### src/rtl/bit_packer15_pkg.sv
// Shared constants for the bit packer.
//   DEF_WIDTH : default assembled word width
//   CNT_W     : width of the fill counter and of dout_count (holds 0..15)
//   SLICE_W   : bits accepted per serial transfer
package bit_packer15_pkg;
    localparam int DEF_WIDTH = 15;
    localparam int CNT_W     = 4;
    localparam int SLICE_W   = 1;
endpackage

### src/rtl/bit_packer15_count.sv
// packer_count: 0..WIDTH fill counter for the assembly register.
//   clk, rst  : clock, synchronous active-high reset
//   inc       : a bit was accepted this cycle
//   clr       : word leaves the assembly register this cycle (wins over inc)
//   count     : current fill level
//   count_nxt : fill level including this cycle's bit, before any clear
//   full      : count == WIDTH
module packer_count
    import bit_packer15_pkg::*;
#(
    parameter int WIDTH = DEF_WIDTH
) (
    input  logic             clk,
    input  logic             rst,
    input  logic             inc,
    input  logic             clr,
    output logic [CNT_W-1:0] count,
    output logic [CNT_W-1:0] count_nxt,
    output logic             full
);
    localparam logic [CNT_W-1:0] FULL = CNT_W'(WIDTH);

    assign count_nxt = count + {{(CNT_W-1){1'b0}}, inc};
    assign full      = (count == FULL);

    always_ff @(posedge clk) begin
        if (rst || clr) count <= '0;
        else            count <= count_nxt;
    end
endmodule

### src/rtl/bit_packer15.sv
// bit_packer15: serial-to-parallel packer with flush and a decoupled output.
//   clk, rst    : clock, synchronous active-high reset
//   bit_in      : serial data bit, taken when bit_valid && bit_ready
//   bit_valid   : bit_in offered
//   bit_ready   : assembly register can take a bit (registered state only)
//   flush       : emit the partial word (bit of the same cycle included)
//   dout        : assembled word, unfilled positions zero
//   dout_count  : valid bits in dout
//   dout_valid  : dout/dout_count hold a word, taken when dout_ready is high
//   dout_ready  : consumer takes the word
//   busy        : assembly register non-empty or a word is waiting
// The assembly register is separate from the output register so filling
// continues while a word waits downstream.
module bit_packer15
    import bit_packer15_pkg::*;
#(
    parameter int WIDTH     = DEF_WIDTH,
    parameter bit LSB_FIRST = 1'b1
) (
    input  logic             clk,
    input  logic             rst,
    input  logic             bit_in,
    input  logic             bit_valid,
    output logic             bit_ready,
    input  logic             flush,
    output logic [WIDTH-1:0] dout,
    output logic [CNT_W-1:0] dout_count,
    output logic             dout_valid,
    input  logic             dout_ready,
    output logic             busy
);
    localparam logic [CNT_W-1:0] FULL = CNT_W'(WIDTH);

    logic [WIDTH-1:0] asm_q, asm_nxt;
    logic             pend_q;
    logic [CNT_W-1:0] cnt, cnt_nxt, pos;
    logic             full, bit_xfer, out_free, word_done, emit_req, load;

    // Full or a stuck flush both stall the serial side; neither depends
    // on dout_ready, so there is no combinational path to bit_ready.
    assign bit_ready = !full && !pend_q;
    assign bit_xfer  = bit_valid && bit_ready;
    assign out_free  = !dout_valid || dout_ready;
    assign busy      = (cnt != '0) || dout_valid;

    packer_count #(.WIDTH(WIDTH)) u_cnt (
        .clk       (clk),
        .rst       (rst),
        .inc       (bit_xfer),
        .clr       (load),
        .count     (cnt),
        .count_nxt (cnt_nxt),
        .full      (full)
    );

    assign pos = LSB_FIRST ? cnt : (FULL - 4'd1 - cnt);

    always_comb begin
        asm_nxt = asm_q;
        for (int i = 0; i < WIDTH; i++)
            if (bit_xfer && (pos == CNT_W'(i))) asm_nxt[i] = bit_in;
    end

    // The word (including this cycle's bit) leaves when it is complete, when
    // a stalled flush is pending, or on a flush with at least one bit.
    assign word_done = (cnt_nxt == FULL);
    assign emit_req  = word_done || pend_q || (flush && (cnt_nxt != '0));
    assign load      = emit_req && out_free;

    always_ff @(posedge clk) begin
        if (rst) begin
            asm_q      <= '0;
            pend_q     <= 1'b0;
            dout       <= '0;
            dout_count <= '0;
            dout_valid <= 1'b0;
        end else if (load) begin
            asm_q      <= '0;
            pend_q     <= 1'b0;
            dout       <= asm_nxt;
            dout_count <= cnt_nxt;
            dout_valid <= 1'b1;
        end else begin
            asm_q  <= asm_nxt;
            // A complete word waits on its own via the full counter; only a
            // partial word needs the flag to remember the flush.
            pend_q <= emit_req && !word_done;
            if (dout_ready) dout_valid <= 1'b0;
        end
    end
endmodule

### config.mk
export PLATFORM = sky130hd
export DESIGN_NAME = bit_packer15
export DESIGN_NICKNAME = d
export VERILOG_FILES = /design/src/rtl/bit_packer15_pkg.sv /design/src/rtl/bit_packer15_count.sv /design/src/rtl/bit_packer15.sv
export SDC_FILE = /design/constraint.sdc
export NUM_CORES = 1
export LEC_CHECK = 0
export BUFFER_PORTS_ARGS = -buffer_cell sky130_fd_sc_hd__clkbuf_2
export CAP_MARGIN = 20
export CORE_MARGIN = 2
export CORE_UTILIZATION = 50
export DETAILED_ROUTE_END_ITERATION = 8
export PLACE_DENSITY = 0.71
export SLEW_MARGIN = 20
export SYNTH_ARGS = -nofsm -noshare
export SYNTH_HDL_FRONTEND = slang
export SYNTH_SLANG_ARGS = --single-unit
### constraint.sdc
create_clock -name clk -period 3.1 [get_ports clk]
set_input_delay 0.155 -clock clk [delete_from_list [all_inputs] [get_ports clk]]
set_output_delay 0.155 -clock clk [all_outputs]
set_load 0.005 [all_outputs]
==> impl_results.md <==
* Logic pwr share at 13.1%
* Worst slew margin relative to its limit at 40.3%
* Number of antenna violations at the first check in global routing at 0
* Class of the most critical hold timing path: in2reg
* Portion of total power attributed to the clock network at 26.7%
* Met3 usage at 3.96%
* Global routing met2 resource utilization at 34.3%
* Endpoints failing setup at 0
* Global-route congestion overflow total at 0
* Power per Cell Area at 454 nW/um^2
* Vertical die dimension at 62.9 um
* Vias per std cell at 5.44
* DIE AREA at 3960 sq um
* Final wirelength at 3540 um
* Final Core Density at 58.4%
* Post-synthesis area per instance at 9.18 sq um
* Initial DRC Count at 41
* Share of post-route cells with drive strength above 1 at 21.5%
* Total half-perimeter wirelength after legalization and detailed placement at 2610 um
* Combinational family with the most area after synthesis: simple AND/OR/NAND/NOR gates
* Worst-path cell chain: a41oi_1, and2_1, ha_1, ha_1, xnor2_2, nand3_2, a221oi_4, buf_4, o21ai_0, a21oi_1
* Mux cell area share after synthesis at 8.65%
* Slew Limit Fails at 0
* Drt wl/cell at 13.6 um
* Xor/xnor share of the synthesized area at 2.38%
* Starting Density at 52.0%
* Pre-antenna DRT Iters at 4
* Unrepaired setup endpoints after global routing: no
* Number of instances in the synthesized netlist at 189
* Async set-reset flop share out of synthesis at 0%
* Critical Path Source Type: flop
* Library cell used as clock root buffer: sky130_fd_sc_hd__clkbuf_4
* Gr usage total at 19.1%
* CTS H-Tree Depth at 2
* Yosys Warn Count at 0
* Post-route clock skew at 0.00303 ns
* Setup Crit Path Kind: reg2reg
* Clk sink count at 40
* Internal power contribution at 647 uW
* VDD IR max at 0.242 mV
* Arrival time of the worst setup path at 3.02 ns
* Cts bufs inserted at 5
* Worst Path Required at 3.36 ns
* Max Fclk at 363 MHz
* Final period util at 88.8%
* Layout net count at 222
* Worst R2R Start: u_cnt.count[1]$_SDFF_PP0_
* Layer with the highest usage: met2
* Worst setup EP type: flop
* Source of the worst hold timing path: dout_ready
* Via total after detailed routing at 1415
* Count of cell types in the netlist at 33
* Fin Setup TNS at 0 ns
* Area occupied by multi-input gates at 865 sq um
* Number of placement rows at 21
* Sequential Area at 801 sq um
* Ys flop type: sky130_fd_sc_hd__dfxtp_1
* Synth area leaders: sky130_fd_sc_hd__dfxtp_1 (46%), sky130_fd_sc_hd__mux2i_1 (8.7%), sky130_fd_sc_hd__or3_1 (5.8%), sky130_fd_sc_hd__a21oi_1 (4.9%), sky130_fd_sc_hd__nor2_1 (4.5%)
* Number of port buffers at 27
* Leakage power total at 0.000800 uW
* Worst path max stage delay at 0.50 ns
* Largest fanout on the critical path at 31
* Post-synthesis net count at 197
* Buffer levels on the longest clock path at 2
* Post-synth top area share at 46.1%
* Clk Latency, worst-skew pair at 0.33 ns
* Via count of the first global-routing pass at 1296
* Switching pwr at 239 uW
* Hold Buf Count CTS at 0
* Syn Std Cell Area at 1740 sq um
* Die width at 62.9 um
* Share of the yosys chip area belonging to registers at 46.1%
* Cell taking the most area after synthesis: sky130_fd_sc_hd__dfxtp_1
* Sequential power share at 60.2%
* Number of flops mapped to enable cells by yosys at 0
* Number of diodes added for antenna fixing at 0
* Crit path max-delay cell type: sky130_fd_sc_hd__dfxtp_1
* Placed cell count at 253
* Fin cells at 260
* Status: finished, final reports clean
* Cell repeated most along the worst path: sky130_fd_sc_hd__ha_1
* Post-Synth Simple-Gate Area at 21.7%
* Number of synthesized register bits at 40
* IO Count at 28
* CTS tree: yes
* Routability congestion estimate at 0.779
* Post-detailed-route DRC marker count at 0
* Clock transition time at the flip-flop clock pins of the worst setup and hold paths at 0.11 ns
* DRT antenna net count at 0
* Count of cells resized by post-cts repair at 0
* First-pass GRT wire length at 6040 um
* Layout overhead on the synthesized area at 12.3%
* Post-layout min period at 2.75 ns
* Global-route track usage on met1 at 23.0%
* Final Hold Vio Count at 0
* Maximum number of pins on one net before global-route repair at 40
* Number of fill cells at 321
* Switching part of the total power at 26.9%
* Area of the core region at 3340 sq um
* Post-CTS Setup Bufs at 0
* Share of the synthesized area in compound gates (AO/OA/AOI/OAI) at 15.5%
* Origin of the worst setup path: u_cnt.count[1]$_SDFF_PP0_
* Slew at the pin closest to its max-slew limit at 0.884 ns
* Post-synthesis share of cell area spent on full adders, half adders and majority gates at 1.44%
* Total of max-cap violations at 0
-- critical path, delay by kind of cell (launching register included) --
family,cells,cell delay [ns]
adders and majority gates,2,0.44
buffers and inverters,1,0.31
and+or+nand+nor,2,0.33
AOI/OAI and AO/OA,4,0.84
xor gates and xnor gates,1,0.25
DFF,1,0.50
-- per-layer routing --
metal | vias up | share of wire, % | wire length, um
met5 | - | 0 | 0
met4 | 0 | 1.1 | 38
met3 | 7 | 3.8 | 135
met2 | 26 | 52 | 1850
met1 | 669 | 43 | 1510
li1 | 713 | - | -
-- final cells by class --
type                       instances  share of cell area (%)
multi-input combinational        133                    44.4
sequential                        40                    41.1
timing repair buffer              32                    8.86
tap                               46                    2.95
clock buffer                       6                    2.12
inverter                           2                   0.385
clock inverter                     1                   0.257
-- Yosys cell counts, drive strengths merged (2+ instances only) --
library cell and instances:
nand3 5, nor2b 6, xnor2 2, inv 2
buf 4, o41ai 3, nor2 21, dfxtp 40
o21bai 2, clkbuf 10, nand2 11, ha 2
mux2i 15, nor3 2, or3 16, nand2b 2
o21ai 19, a21oi 17
-- metrics by stage --
step	total power (uW)	hold WS, ns	cell area (sq um)	setup WS, ns
5_1_grt	929	0.189	1950	0.0885
4_1_cts	895	0.150	1950	0.313
2_1_floorplan	627	0.260	1740	0.380
3_5_place_dp	662	0.469	1900	0.341
6_report	886	0.152	1950	0.347
3_3_place_gp	656	0.464	1900	0.486
-- placed cells by master (no fill, tap or decap), types with 2 or more instances in the layout --
master,n
sky130_fd_sc_hd__nand2b_1,2
sky130_fd_sc_hd__dfxtp_1,40
sky130_fd_sc_hd__nand2_1,11
sky130_fd_sc_hd__clkbuf_4,5
sky130_fd_sc_hd__buf_4,5
sky130_fd_sc_hd__xnor2_2,2
sky130_fd_sc_hd__nor3_1,2
sky130_fd_sc_hd__mux2i_1,15
sky130_fd_sc_hd__o21ai_0,14
sky130_fd_sc_hd__a21oi_1,17
sky130_fd_sc_hd__o21ai_1,5
sky130_fd_sc_hd__inv_1,2
sky130_fd_sc_hd__or3_1,16
sky130_fd_sc_hd__nand3_1,3
sky130_fd_sc_hd__clkbuf_2,27
sky130_fd_sc_hd__nor2b_1,5
sky130_fd_sc_hd__o41ai_1,3
sky130_fd_sc_hd__nor2_1,21
sky130_fd_sc_hd__ha_1,2
-- sequential cells by signal, summed over array words and instances (netlist names) --
signal,count
dout_valid,1
dout,15
u_cnt.count,4
pend_q,1
asm_q,15
dout_count,4
-- worst paths after layout --
check	end	slack (ns)	cells after the start
max reg2reg	dout[1]$_SDFFE_PP0P_	0.35	10
max	dout[1]$_SDFFE_PP0P_	0.35	10
min	dout_valid$_SDFFE_PP0P_	0.15	3
min reg2reg	dout[2]$_SDFFE_PP0P_	0.49	2
-- power groups by stage --
stage	clock [uW]	combinational (uW)	sequential, uW
floorplan	0	83.8	543
global placement	0	113	544
detailed placement	0	117	545
CTS	244	117	533
global route	266	128	535
finish	237	116	533
-- cells by family (layout without fill, tap and decap cells) --
family                     Yosys count  after routing
AOI/OAI and AO/OA                   44             44
DFF                                 40             40
xor gates and xnor gates             3              3
muxes                               15             15
adders and majority gates            2              2
and+or+nand+nor                     69             69
buffers and inverters               16             41
Note: power is estimated with default switching activity, not from simulation.
